File: config.mk
export PLATFORM = sky130hd
export DESIGN_NAME = keyboard_tx
export DESIGN_NICKNAME = d
export VERILOG_FILES = /design/src/rtl/keyboard_tx.sv
export SDC_FILE = /design/constraint.sdc
export NUM_CORES = 1
export LEC_CHECK = 0
export ABC_CLOCK_PERIOD_IN_PS = 2420
export CAP_MARGIN = 10
export CORE_AREA = 2 2 95 97
export CTS_CLUSTER_DIAMETER = 60
export DETAILED_ROUTE_END_ITERATION = 12
export DIE_AREA = 0 0 97 99
export PLACE_DENSITY_LB_ADDON = 0.08
export SLEW_MARGIN = 20
export SYNTH_ARGS = -nofsm -noshare
export SYNTH_HDL_FRONTEND = slang
export SYNTH_SLANG_ARGS = --single-unit
export TNS_END_PERCENT = 5
File: constraint.sdc
create_clock -name clk -period 2.42 [get_ports clk]
set_clock_uncertainty 0.05 [all_clocks]
set_input_delay 0.484 -clock clk [delete_from_list [all_inputs] [get_ports clk]]
set_output_delay 0.484 -clock clk [all_outputs]
set_load 0.01 [all_outputs]
File: src/rtl/keyboard_tx.sv
// PS/2 host-to-device transmitter: request-to-send, 8 data bits LSB first, odd
// parity, stop, then device ACK check. Open-drain lines driven only via output enables.
module keyboard_tx #(
    parameter int INHIBIT_CYCLES = 5000,
    parameter int TIMEOUT_CYCLES = 1000000
) (
    input  logic       clk,
    input  logic       rst,
    input  logic [7:0] io_ctrl_data,
    input  logic       io_ctrl_start,
    output logic       io_ctrl_busy,
    output logic       io_ctrl_done,
    output logic       io_ctrl_error,
    input  logic       io_keyboard_kb_clk,
    input  logic       io_keyboard_kb_data,
    output logic       io_keyboard_kb_clk_oe,
    output logic       io_keyboard_kb_data_oe
);
    localparam int              INH_W    = $clog2(INHIBIT_CYCLES);
    localparam logic [INH_W-1:0] INH_LAST = INH_W'(INHIBIT_CYCLES - 1);
    localparam logic [19:0]      TO_LAST  = 20'(TIMEOUT_CYCLES - 1);

    typedef enum logic [2:0] {
        IDLE, INHIBIT, REQ, START, SHIFT, ACK, WAIT_IDLE
    } state_t;

    state_t           state_q, state_d;
    logic [3:0]       bit_cnt_q, bit_cnt_d;
    logic [8:0]       shift_q, shift_d;
    logic [INH_W-1:0] inh_cnt_q, inh_cnt_d;
    logic [19:0]      to_cnt_q, to_cnt_d;
    logic             busy_q, busy_d;
    logic             done_q, done_d;
    logic             error_q, error_d;
    logic             clk_oe_q, clk_oe_d;
    logic             data_oe_q, data_oe_d;

    logic clk_s1, clk_sync, clk_hist;
    logic data_s1, data_sync;
    logic clk_fall;
    logic timed_out;
    logic in_frame;

    // Synchronizers come out of reset at the idle (pulled-up) level so no false edge appears.
    always_ff @(posedge clk or posedge rst) begin
        if (rst) begin
            clk_s1    <= 1'b1;
            clk_sync  <= 1'b1;
            clk_hist  <= 1'b1;
            data_s1   <= 1'b1;
            data_sync <= 1'b1;
        end else begin
            clk_s1    <= io_keyboard_kb_clk;
            clk_sync  <= clk_s1;
            clk_hist  <= clk_sync;
            data_s1   <= io_keyboard_kb_data;
            data_sync <= data_s1;
        end
    end

    assign clk_fall  = clk_hist & ~clk_sync;
    assign timed_out = (to_cnt_q == TO_LAST);
    assign in_frame  = (state_q == START) || (state_q == SHIFT) ||
                       (state_q == ACK)   || (state_q == WAIT_IDLE);

    always_ff @(posedge clk or posedge rst) begin
        if (rst) begin
            state_q   <= IDLE;
            bit_cnt_q <= '0;
            shift_q   <= '0;
            inh_cnt_q <= '0;
            to_cnt_q  <= '0;
            busy_q    <= 1'b0;
            done_q    <= 1'b0;
            error_q   <= 1'b0;
            clk_oe_q  <= 1'b0;
            data_oe_q <= 1'b0;
        end else begin
            state_q   <= state_d;
            bit_cnt_q <= bit_cnt_d;
            shift_q   <= shift_d;
            inh_cnt_q <= inh_cnt_d;
            to_cnt_q  <= to_cnt_d;
            busy_q    <= busy_d;
            done_q    <= done_d;
            error_q   <= error_d;
            clk_oe_q  <= clk_oe_d;
            data_oe_q <= data_oe_d;
        end
    end

    always_comb begin
        state_d   = state_q;
        bit_cnt_d = bit_cnt_q;
        shift_d   = shift_q;
        inh_cnt_d = inh_cnt_q;
        to_cnt_d  = to_cnt_q;
        busy_d    = busy_q;
        done_d    = 1'b0;
        error_d   = 1'b0;
        clk_oe_d  = clk_oe_q;
        data_oe_d = data_oe_q;

        unique case (state_q)
            IDLE: begin
                clk_oe_d  = 1'b0;
                data_oe_d = 1'b0;
                bit_cnt_d = '0;
                if (io_ctrl_start) begin
                    shift_d   = {~^io_ctrl_data, io_ctrl_data};
                    busy_d    = 1'b1;
                    clk_oe_d  = 1'b1;
                    inh_cnt_d = '0;
                    state_d   = INHIBIT;
                end
            end
            INHIBIT: begin
                inh_cnt_d = inh_cnt_q + 1'b1;
                if (inh_cnt_q == INH_LAST) begin
                    data_oe_d = 1'b1;
                    state_d   = REQ;
                end
            end
            REQ: begin
                clk_oe_d  = 1'b0;
                to_cnt_d  = '0;
                bit_cnt_d = '0;
                state_d   = START;
            end
            START, SHIFT: begin
                to_cnt_d = to_cnt_q + 20'd1;
                if (clk_fall) begin
                    bit_cnt_d = bit_cnt_q + 4'd1;
                    // Edges 1..9 put out data bits then parity; edge 10 releases for stop.
                    if (bit_cnt_q == 4'd9) begin
                        data_oe_d = 1'b0;
                        state_d   = ACK;
                    end else begin
                        data_oe_d = ~shift_q[0];
                        shift_d   = {1'b0, shift_q[8:1]};
                        state_d   = SHIFT;
                    end
                end
            end
            ACK: begin
                to_cnt_d = to_cnt_q + 20'd1;
                if (clk_fall) begin
                    bit_cnt_d = bit_cnt_q + 4'd1;
                    done_d    = ~data_sync;
                    error_d   = data_sync;
                    state_d   = WAIT_IDLE;
                end
            end
            WAIT_IDLE: begin
                to_cnt_d = to_cnt_q + 20'd1;
                if (clk_sync && data_sync) begin
                    busy_d  = 1'b0;
                    state_d = IDLE;
                end
            end
            default: state_d = IDLE;
        endcase

        // Timeout wins over any edge this cycle. In WAIT_IDLE the frame already
        // reported its result, so only the lines are released there.
        if (in_frame && timed_out) begin
            done_d    = 1'b0;
            error_d   = (state_q != WAIT_IDLE);
            clk_oe_d  = 1'b0;
            data_oe_d = 1'b0;
            busy_d    = 1'b0;
            state_d   = IDLE;
        end
    end

    assign io_ctrl_busy           = busy_q;
    assign io_ctrl_done           = done_q;
    assign io_ctrl_error          = error_q;
    assign io_keyboard_kb_clk_oe  = clk_oe_q;
    assign io_keyboard_kb_data_oe = data_oe_q;
endmodule

After elaboration in Yosys (flattened, before gate mapping)
Index checks and enable logic that the tools add are counted.
{"block": "totals", "reg_bits": 59, "input_bits": 13, "output_inout_bits": 5, "elab_cells": 100}
{"block": "classes", "addsub": 3, "eq_ne": 19, "n_mux": 35, "bitwise_logic": 4, "n_reduce_logical": 24}
{"op": "one-hot mux 20 bit (2 select lines)", "count": 1}
{"op": "2-to-1 mux 9 bit", "count": 3}
{"op": "one-hot mux 13 bit (2 select lines)", "count": 1}
{"op": "adder 20 x 1 -> 20 bit, second input constant", "count": 1}
{"op": "== test 20 bit, second input constant", "count": 1}
{"op": "2-to-1 mux 3 bit", "count": 6}
{"op": "one-hot mux 3 bit (6 select lines)", "count": 1}
{"op": "one-hot mux 9 bit (2 select lines)", "count": 1}
{"op": "2-to-1 mux 1 bit", "count": 16}
{"op": "adder 13 x 1 -> 13 bit, second input constant", "count": 1}
{"op": "== test 13 bit, second input constant", "count": 1}
{"op": "2-to-1 mux 13 bit", "count": 1}
{"op": "inequality test 3 bit, second input constant", "count": 4}
{"op": "== test 3 bit, second input constant", "count": 3}
{"op": "one-hot mux 4 bit (2 select lines)", "count": 1}
{"op": "nonzero test 2 bit", "count": 4}
{"op": "XNOR reduction 8 bit", "count": 1}
{"op": "== test 3 x 2 -> 1 bit, second input constant", "count": 2}
{"op": "inequality test 2 bit, second input constant", "count": 3}
{"op": "AND reduction 3 bit", "count": 2}
{"op": "nonzero test 3 bit", "count": 2}
{"op": "AND reduction 5 bit", "count": 1}
{"op": "adder 4 x 1 -> 4 bit, second input constant", "count": 1}
{"op": "== test 4 bit, second input constant", "count": 1}
{"op": "other kinds (18)", "count": 26}

Longest topological paths before layout
Gate-level depths: netlist of the first run.
{"block": "depth", "ltp_word": 7, "ltp_mapped": 8, "mapped_depth_nobuf": 7}

Least setup slack after synthesis of the first run
OpenSTA, ideal clock, no wires.
{"block": "synth_path", "path_kind": "register -> register", "from": "reg to_cnt_q[0]", "to": "reg data_oe_q (netlist: io_keyboard_kb_data_oe)", "setup_ps": 122, "arrival_time_ps": 1834, "required_time_ps": 2248, "path_slack_ps": 414, "stages_incl_launch_ff": 7, "path_buffers": 0, "synth_period_minus_slack_ps": 2006, "cell_sequence": "dfrtp_1 > ha_1 > and3_1 > nand3_1 > or4_4 > a21o_1 > a32o_1"}
{"block": "synth_between", "elab_chain_len": 4, "elab_cells_between_ends": 7, "classes_between": "3 x eq/ne; 1 x mux; 3 x reduce/logical"}
{"element": "from (decl)", "line": "31", "rtl": "logic [19:0] to_cnt_q, to_cnt_d;"}
{"element": "from (signal assigned)", "line": "83", "rtl": "to_cnt_q <= to_cnt_d;"}
{"element": "== test 20 bit *", "line": "62", "rtl": "assign timed_out = (to_cnt_q == TO_LAST);"}
{"element": "logical AND 1 bit *", "line": "166", "rtl": "if (in_frame && timed_out) begin"}
{"element": "inequality test 3 bit (no source line) / nonzero test 4 bit (equally long branches)"}
{"element": "AND reduction 3 bit (no source line)"}
{"element": "to (signal assigned)", "line": "88", "rtl": "data_oe_q <= data_oe_d;"}
{"element": "to (decl)", "line": "36", "rtl": "logic data_oe_q, data_oe_d;"}
Mark *: on every way between the ends. The rest lies on a longest branch, timed or not.
A chain may end at the register's enable or synchronous reset.

Worst setup path after layout of the first run
Ends and elaborated chain as after synthesis.

==> results of run 1 <==
[metal layers]
layer	vias up	share of wire [%]	GRT usage (%)
met2	40	45	25.80
li1	1423	-	-
met1	1356	50	23.14
met3	11	2.9	2.340
met4	0	1.5	7.692
met5	-	0	0
[report_power, final]
| part | switching, mW | internal [mW] |
|---|---|---|
| logic | 1.02 | 0.749 |
| registers | 0.198 | 1.19 |
| clock network | 0.421 | 0.533 |
[area by class of cell]
cell class | instances | area, um2
Clock buffer | 11 | 151.4
Tap cell | 108 | 135.1
Sequential cell | 59 | 1483
Timing Repair Buffer | 38 | 352.8
Multi-Input combinational cell | 286 | 1744
Clock inverter | 5 | 61.31
Fill cell | 831 | 4604
Inverter | 5 | 18.77
[layout by cell type, fill, tap and decap left out, drive strengths merged, types with 3 or more instances in the layout]
master	n
a211oi	5
a21o	3
a21oi	19
a22o	6
a31oi	9
and2	4
and3	5
and4	4
buf	21
clkbuf	11
clkdlybuf4s50	17
clkinvlp	3
dfrtp	54
dfstp	5
ha	4
inv	5
mux2i	12
nand2	46
nand2b	3
nand3	22
nand4	8
nor2	23
nor2b	4
nor3	6
nor4	5
nor4b	3
o21ai	48
o31ai	9
xnor2	11
xor2	3
[synth_stat cells, types with 3 or more instances]
| cell type | number |
|---|---|
| and4_1 | 4 |
| o21ai_0 | 48 |
| nor4_1 | 3 |
| xor2_1 | 3 |
| nor4b_1 | 3 |
| inv_1 | 5 |
| nand2_1 | 46 |
| nand4_1 | 7 |
| and3_1 | 5 |
| a211oi_1 | 5 |
| a22o_1 | 6 |
| a21oi_1 | 19 |
| dfstp_2 | 5 |
| dfrtp_1 | 54 |
| ha_1 | 4 |
| and2_1 | 4 |
| buf_2 | 6 |
| clkbuf_1 | 11 |
| nand2b_1 | 3 |
| nand3_1 | 22 |
| nor2b_1 | 4 |
| a31oi_1 | 9 |
| o31ai_1 | 9 |
| mux2i_1 | 12 |
| nor2_1 | 23 |
| a21o_1 | 3 |
| xnor2_1 | 11 |
| nor3_1 | 5 |
[cells by family (layout without fill, tap and decap cells)]
kind of cell             after synthesis  after routing  synth area share (%)
multiplexers                          12             12                 3.617
XOR/XNOR                              14             14                 3.693
AND/OR/NAND/NOR                      144            144                 23.13
AO/OA/AOI/OAI                        112            112                 20.57
flip-flops                            59             59                 44.65
adder cells (fa/ha/maj)                4              4                 1.507
buffers and inverters                 23             59                 2.826
[final timing paths]
path / from / endpoint / slack (ns) / cells past startpoint
worst max-delay path: to_cnt_q[0]$_DFFE_PP0P_ / io_keyboard_kb_data_oe$_DFFE_PP0P_ / 0.23 / 6
worst min-delay path: data_s1$_DFF_PP1_ / data_sync$_DFF_PP1_ / 0.31 / 0
worst max register to register: to_cnt_q[0]$_DFFE_PP0P_ / io_keyboard_kb_data_oe$_DFFE_PP0P_ / 0.23 / 6
worst min register to register: data_s1$_DFF_PP1_ / data_sync$_DFF_PP1_ / 0.31 / 0
max in group asynchronous: rst / clk_hist$_DFF_PP1_ / 1.32 / 3
min in group asynchronous: rst / shift_q[4]$_DFFE_PP0P_ / 0.44 / 2
[sequential cells by signal (all words and copies together) (netlist names)]
signal,count
io_keyboard_kb_data_oe,1
clk_hist,1
inh_cnt_q,13
io_ctrl_done,1
to_cnt_q,20
bit_cnt_q,4
io_ctrl_error,1
state_q,3
shift_q,9
io_keyboard_kb_clk_oe,1
data_sync,1
clk_s1,1
clk_sync,1
io_ctrl_busy,1
data_s1,1
[worst register-to-register path: stages, from the launching register on]
cell and delay, ns:
dfrtp_1 0.39, ha_1 0.22, and3_1 0.19, nand3_1 0.25
or4_4 0.60, a21o_1 0.19, a32o_1 0.19
==> results.json, run 1 <==
{
  "cp.required_ns": 2.60,
  "drt-initial-drc-count": 122,
  "relSlewSlack_pct": 60.37,
  "clockBufferDepth": 2,
  "whs_ns": 0.3096,
  "final_max_slew_viol_count": 0,
  "async_flop_share_pct": 100.0,
  "dp_cells": 496,
  "io_pins": 18,
  "die_h_um": 99,
  "grt_max_degree": 25,
  "arrival_ns": 2.36,
  "nets": 416,
  "grt_use_total_pct": 16.64,
  "gr-total-overflow": 0,
  "dieArea_um2": 9603,
  "cp_cell_sequence": "ha_1, and3_1, nand3_1, or4_4, a21o_1, a32o_1",
  "critPathTopFamily": "simple AND/OR/NAND/NOR gates",
  "n_antenna_cell": 0,
  "rsz0062_at_grt": "false",
  "finalHoldViolations": 0,
  "hp-class": "reg2reg",
  "yosysWarnings": 0,
  "path_buf_inv": 0,
  "dpl_cell_area_um2": 3734,
  "cts_tree": "done",
  "fmax_ghz": 0.4570,
  "fin_cells": 512,
  "clock-sinks": 59,
  "vias": 2830,
  "end_kind": "flop",
  "syn_to_final_growth_pct": 18.84,
  "synthesis.area_um2": 3321,
  "synth.area.top_cells": "dfrtp_1 (41%), o21ai_0 (7.2%), nand2_1 (5.2%), dfstp_2 (4.0%), mux2i_1 (3.6%)",
  "post_cts_resize_count": 0,
  "dr.pass1.iters": 4,
  "placeableCoreArea_um2": 8551,
  "netlist.top_cell.by_area": "dfrtp_1",
  "final_area_um2": 3946,
  "synth_edf_count": 0,
  "start_util_pct": 38.84,
  "worstSetupPathType": "reg2reg",
  "wl_um": 7543,
  "worst-slew-pin-transition_ns": 0.5944,
  "antenna_found_initial": 0,
  "drive_above_1_share_pct": 13.12,
  "io_buffer_count": 17,
  "grt_pass1_wl_um": 13130,
  "h-tree-depth": 3,
  "min_period_over_period_pct": 90.41,
  "viasPerCell": 5.527,
  "status": "complete, no violations",
  "total_power_mw": 4.110,
  "yosysSeqAreaShare_pct": 44.65,
  "path_clk_slew_ns": 0.07,
  "maxCapViolCount": 0,
  "dp_hpwl_um": 5309,
  "ant_nets": 0,
  "place.gp.congestion": 0.8368,
  "final_util_pct": 46.15,
  "yosysUniqueCellTypes": 53,
  "setup_viol": 0,
  "syn_avg_cell_area_um2": 9.024,
  "finalSetupTns_ns": 0,
  "grt_pass1_vias": 2713,
  "power.leakage_nw": 1.653,
  "yosysTopAreaCellShare_pct": 40.69,
  "synth_nets": 385,
  "ys_seq_elements": 59,
  "slowest_stage": "or4_4",
  "yosys_most_used_dff": "dfrtp_1",
  "num_rows": 34,
  "insertion_delay_ns": 0.34,
  "setup_slack_ns": 0.2320,
  "power_density_nw_per_um2": 1042,
  "pre_cts_ws_ns": 0.1830,
  "clockRootBuffer": "clkbuf_8",
  "ir_worst_vdd_v": 0.0004096,
  "numCtsBuffers": 9,
  "chipWidth_um": 97,
  "cts_setup_buffers": 0,
  "period_needed_ns": 2.188,
  "remaining_drc_errors": 0,
  "post_drt_wl_per_cell_um": 14.73,
  "cts_hold_buf": 0,
  "cpPeakStageDelay_ns": 0.60,
  "synthCells": 368,
  "critPathMaxFanout": 8,
  "startpoint_type": "flop"
}
(Power assumes the default switching activity.)
==> run 2, diff against run 1 <==
- ABC_CLOCK_PERIOD_IN_PS: 2420 -> 1970
- clock period: 2.42 -> 1.97 ns (I/O delays scaled with it)
==> results.json, run 2 (synthesized netlist as in run 1, its figures left out) <==
{
  "grt_max_degree": 60,
  "io_buffer_count": 17,
  "gr-total-overflow": 0,
  "nets": 444,
  "relSlewSlack_pct": 72.98,
  "dpl_cell_area_um2": 3934,
  "status": "complete, no violations",
  "worst-slew-pin-transition_ns": 0.4011,
  "n_antenna_cell": 0,
  "ant_nets": 0,
  "worstHoldStart": "clk_s1$_DFF_PP1_",
  "path_clk_slew_ns": 0.07,
  "final_common_cell": "dfrtp_1",
  "worst_r2r_path_depth": 5,
  "grt_use_total_pct": 17.16,
  "hp-class": "reg2reg",
  "clock-sinks": 59,
  "dr.pass1.iters": 5,
  "syn_to_final_growth_pct": 26.30,
  "finalHoldViolations": 0,
  "largest_register_ffs": 20,
  "worstSetupPathType": "reg2reg",
  "slowest_stage": "or4_4",
  "power.leakage_nw": 1.805,
  "reg2reg_slack_ns": 0.05,
  "critPathMaxFanout": 7,
  "chipWidth_um": 97,
  "remaining_drc_errors": 0,
  "min_period_over_period_pct": 97.65,
  "period_needed_ns": 1.924,
  "fmax_ghz": 0.5198,
  "r2r_start": "state_q[1]$_DFFE_PP0P_",
  "critPathTopFamily": "simple AND/OR/NAND/NOR gates",
  "startpoint_type": "flop",
  "cp_cell_sequence": "and2_1, xnor2_1, or4_4, a21o_1, a32o_1",
  "final_cell_mix": "dfrtp_1 (53), o21ai_0 (48), nand2_1 (46), buf_4 (46), nor2_1 (22)",
  "fillers": 804,
  "drt-initial-drc-count": 87,
  "wl_um": 8115,
  "placeableCoreArea_um2": 8551,
  "drive_above_1_share_pct": 19.91,
  "cpPeakStageDelay_ns": 0.56,
  "grt_pass1_vias": 2707,
  "place.gp.congestion": 0.8275,
  "r2r_end": "io_keyboard_kb_data_oe$_DFFE_PP0P_",
  "clockRootBuffer": "clkbuf_8",
  "io_pins": 18,
  "numCtsBuffers": 9,
  "maxCapViolCount": 0,
  "final_max_slew_viol_count": 0,
  "num_rows": 34,
  "grt_pass1_wl_um": 13280,
  "total_power_mw": 5.270,
  "ir_worst_vdd_v": 0.0004537,
  "cp_num_cells": 5,
  "largestRegisters": "to_cnt_q: 20 flops, inh_cnt_q: 13 flops, shift_q: 9 flops",
  "regMostFlops": "to_cnt_q",
  "end_kind": "flop",
  "start_util_pct": 38.84,
  "clockBufferDepth": 2,
  "cts_tree": "done",
  "h-tree-depth": 3,
  "holdPathStages": 0,
  "dp_hpwl_um": 5520,
  "dieArea_um2": 9603,
  "final_area_um2": 4194,
  "insertion_delay_ns": 0.34,
  "arrival_ns": 2.10,
  "multiInputGateArea_um2": 1795,
  "vias": 2914,
  "cp.required_ns": 2.15,
  "power_density_nw_per_um2": 1257,
  "path_buf_inv": 0,
  "viasPerCell": 5.396,
  "post_drt_wl_per_cell_um": 15.03,
  "seqCellArea_um2": 1484,
  "min_to": "clk_sync$_DFF_PP1_",
  "setup_viol": 0,
  "antenna_found_initial": 0,
  "die_h_um": 99,
  "rsz0062_at_grt": "true"
}
[run 2: cell count changes in the layout (fill, tap and decap cells not counted), moves of 2 or more]
cell | before | now
nor4_1 | 3 | 1
clkbuf_8 | 11 | 9
buf_4 | 19 | 46
clkbuf_1 | 0 | 2
[run 2: where the power goes]
group	internal, mW	switching, mW	leakage, nW	total (mW)
Clock	0.592	0.514	0.0901	1.11
Sequential	1.47	0.226	0.774	1.69
Combinational	1.13	1.34	0.941	2.47
Total	3.19	2.08	1.81	5.27
[run 2: worst max path at each step]
| stage | from | end | slack [ns] |
|---|---|---|---|
| 2_1_floorplan | to_cnt_q[0]$_DFFE_PP0P_ | io_keyboard_kb_data_oe$_DFFE_PP0P_ | 0.02 |
| 3_3_place_gp | state_q[0]$_DFFE_PP0P_ | inh_cnt_q[12]$_DFFE_PP0P_ | 0.007 |
| 3_5_place_dp | state_q[0]$_DFFE_PP0P_ | inh_cnt_q[10]$_DFFE_PP0P_ | -0.02 |
| 4_1_cts | to_cnt_q[11]$_DFFE_PP0P_ | io_keyboard_kb_data_oe$_DFFE_PP0P_ | 0.007 |
| 5_1_grt | to_cnt_q[15]$_DFFE_PP0P_ | io_ctrl_busy$_DFFE_PP0P_ | -0.04 |
| 6_report | state_q[1]$_DFFE_PP0P_ | io_keyboard_kb_data_oe$_DFFE_PP0P_ | 0.05 |
[run 2: repair_timing]
item / CTS / global route
setup buffers: 2 / 0
setup endpoints to repair: 2 / 13
hold buffers: 0 / 0
resized for setup: 0 / 11
pin swaps: 2 / 3
[run 2: final cells by class]
type                    instances  share of cell area, %
multi-input cells             286                  42.81
flip-flops and latches         59                  35.38
repair buffers                 66                  13.51
well taps                     108                  3.222
clock buffers                  11                  3.132
clock inverters                 5                  1.492
inverters                       5                 0.4475
[run 2: routing by layer]
layer	share of wire (%)	vias to the layer above	track usage, %
met1	48	1392	23.46
met5	0	-	0
met3	3.2	6	3.901
met4	0.84	0	5.850
met2	48	42	27.03
li1	-	1474	-
[run 2: through the flow]
stage,utilization [%],cells,setup TNS (ns),worst slack (ns),hold slack [ns]
6_report,49.05,540,0,0.04630,0.3096
4_1_cts,48.45,540,0,0.006974,0.3119
3_5_place_dp,46.01,522,-0.03314,-0.02158,0.3012
3_3_place_gp,46.01,522,0,0.007237,0.2994
5_1_grt,49.05,540,-0.06423,-0.03652,0.3193
2_1_floorplan,-,368,0,0.02351,0.2952
==> run 3, diff against run 2 <==
- ABC_CLOCK_PERIOD_IN_PS: 1970 -> 1900
- CAP_MARGIN: 10 -> 20
- SLEW_MARGIN: 20 -> not set
- clock period: 1.97 -> 1.9 ns (I/O delays scaled with it)
==> results.json, run 3 (synthesized netlist as in run 1, its figures left out) <==
{
  "finalSetupTns_ns": -0.02703,
  "relSlewSlack_pct": 71.95,
  "dp_cells": 525,
  "maxCapViolCount": 0,
  "drt-initial-drc-count": 93,
  "nets": 446,
  "numCtsBuffers": 9,
  "viasPerCell": 5.467,
  "power_density_nw_per_um2": 1312,
  "chipWidth_um": 97,
  "status": "complete, but fails checks",
  "cts_hold_buf": 0,
  "io_buffer_count": 17,
  "dr.pass1.iters": 4,
  "grt_pass1_vias": 2893,
  "place.gp.congestion": 0.8038,
  "largest_register_ffs": 20,
  "gr-total-overflow": 0,
  "final_cell_mix": "dfrtp_1 (54), buf_4 (50), nand2_1 (46), o21ai_0 (43), nand3_1 (21)",
  "syn_to_final_growth_pct": 27.81,
  "startpoint_type": "flop",
  "grt_use_total_pct": 18.05,
  "cts_tree": "done",
  "grt_pass1_wl_um": 14100,
  "remaining_drc_errors": 0,
  "rsz0062_at_grt": "true",
  "path_buf_inv": 0,
  "largestRegisters": "to_cnt_q: 20 flops, inh_cnt_q: 13 flops, shift_q: 9 flops",
  "worstSetupPathType": "reg2reg",
  "wl_um": 8095,
  "violations": "setup timing",
  "whs_ns": 0.3046,
  "hp-class": "reg2reg",
  "setup_viol": 1,
  "final_common_cell": "dfrtp_1",
  "final_max_slew_viol_count": 0,
  "ant_nets": 0,
  "dieArea_um2": 9603,
  "total_power_mw": 5.566,
  "clockRootBuffer": "clkbuf_8",
  "ir_worst_vdd_v": 0.0005334,
  "dp_hpwl_um": 5588,
  "cpPeakStageDelay_ns": 0.51,
  "die_h_um": 99,
  "antenna_found_initial": 0,
  "finalHoldViolations": 0,
  "period_needed_ns": 1.927,
  "post_drt_wl_per_cell_um": 14.94,
  "fmax_ghz": 0.5189,
  "power.leakage_nw": 1.840,
  "setup_slack_ns": -0.02703,
  "arrival_ns": 2.11,
  "cp_cell_sequence": "ha_2, and3_4, nand3_4, or4_4, a21o_1, a32o_1",
  "insertion_delay_ns": 0.35,
  "clock-sinks": 59,
  "drive_above_1_share_pct": 21.20,
  "grt_max_degree": 60,
  "worst-slew-pin-transition_ns": 0.4208,
  "regMostFlops": "to_cnt_q",
  "final_util_pct": 49.63,
  "min_period_over_period_pct": 101.4,
  "critPathTopFamily": "simple AND/OR/NAND/NOR gates",
  "end_kind": "flop",
  "start_util_pct": 38.84,
  "vias": 2963,
  "clockBufferDepth": 2,
  "h-tree-depth": 3,
  "path_clk_slew_ns": 0.08,
  "io_pins": 18,
  "critPathMaxFanout": 5,
  "fin_cells": 542,
  "num_rows": 34,
  "n_antenna_cell": 0,
  "cp.required_ns": 2.08,
  "placeableCoreArea_um2": 8551,
  "slowest_stage": "or4_4"
}
## run 3: cell types whose count changed in the layout (fill, tap and decap cells not counted), sizes merged
cell      change
buf           +2
clkbuf        -2
bufinv        +1
clkinv        +1
clkinvlp      -1
inv           +1
## run 3: power breakdown
group          internal (mW)  switching [mW]  total [mW]
Sequential              1.52           0.211        1.73
Clock                  0.747           0.567        1.31
Combinational           1.10            1.42        2.52
## run 3: what timing repair did
item,in CTS,in global routing
pin swaps,0,6
gates resized for setup,3,12
endpoints found under the setup margin,20,24
setup buffers,0,1
## run 3: worst reg2reg max path, stage by stage (launching register included)
cell,delay (ns)
dfrtp_1,0.36
ha_2,0.21
and3_4,0.21
nand3_4,0.11
or4_4,0.51
a21o_1,0.19
a32o_1,0.19
## run 3: metal layers
| layer | GRT usage [%] | vias up | wire length [um] |
|---|---|---|---|
| met5 | 0 | - | 0 |
| met4 | 7.476 | 0 | 158 |
| met3 | 3.050 | 11 | 165 |
| met2 | 29.75 | 31 | 3876 |
| met1 | 23.66 | 1437 | 3894 |
| li1 | - | 1484 | - |
## run 3: metrics by stage
stage | area [um2] | setup WS [ns]
6_report | 4244 | -0.02703
5_1_grt | 4244 | -0.08763
4_1_cts | 4205 | -0.03576
3_5_place_dp | 3966 | -0.2124
3_3_place_gp | 3966 | -0.1654
2_1_floorplan | 3348 | -0.01047
## run 3: worst paths after layout
| path | startpoint | end | cells past startpoint | slack (ns) |
|---|---|---|---|---|
| hold reg to reg | clk_s1$_DFF_PP1_ | clk_sync$_DFF_PP1_ | 0 | 0.30 |
| setup reg to reg | to_cnt_q[0]$_DFFE_PP0P_ | io_keyboard_kb_data_oe$_DFFE_PP0P_ | 6 | -0.03 |
| setup / recovery | to_cnt_q[0]$_DFFE_PP0P_ | io_keyboard_kb_data_oe$_DFFE_PP0P_ | 6 | -0.03 |
| max in group asynchronous | rst | clk_hist$_DFF_PP1_ | 3 | 1.13 |
| min in group asynchronous | rst | to_cnt_q[1]$_DFFE_PP0P_ | 3 | 0.36 |
| hold / removal | clk_s1$_DFF_PP1_ | clk_sync$_DFF_PP1_ | 0 | 0.30 |
## run 3: final cells by class
type | instances | area (um2)
Clock inverter | 7 | 98.84
Inverter | 5 | 18.77
Clock buffer | 9 | 123.9
Fill cell | 833 | 4307
Tap cell | 108 | 135.1
Multi-Input combinational cell | 286 | 1819
Sequential cell | 59 | 1483
Timing Repair Buffer | 68 | 565.5
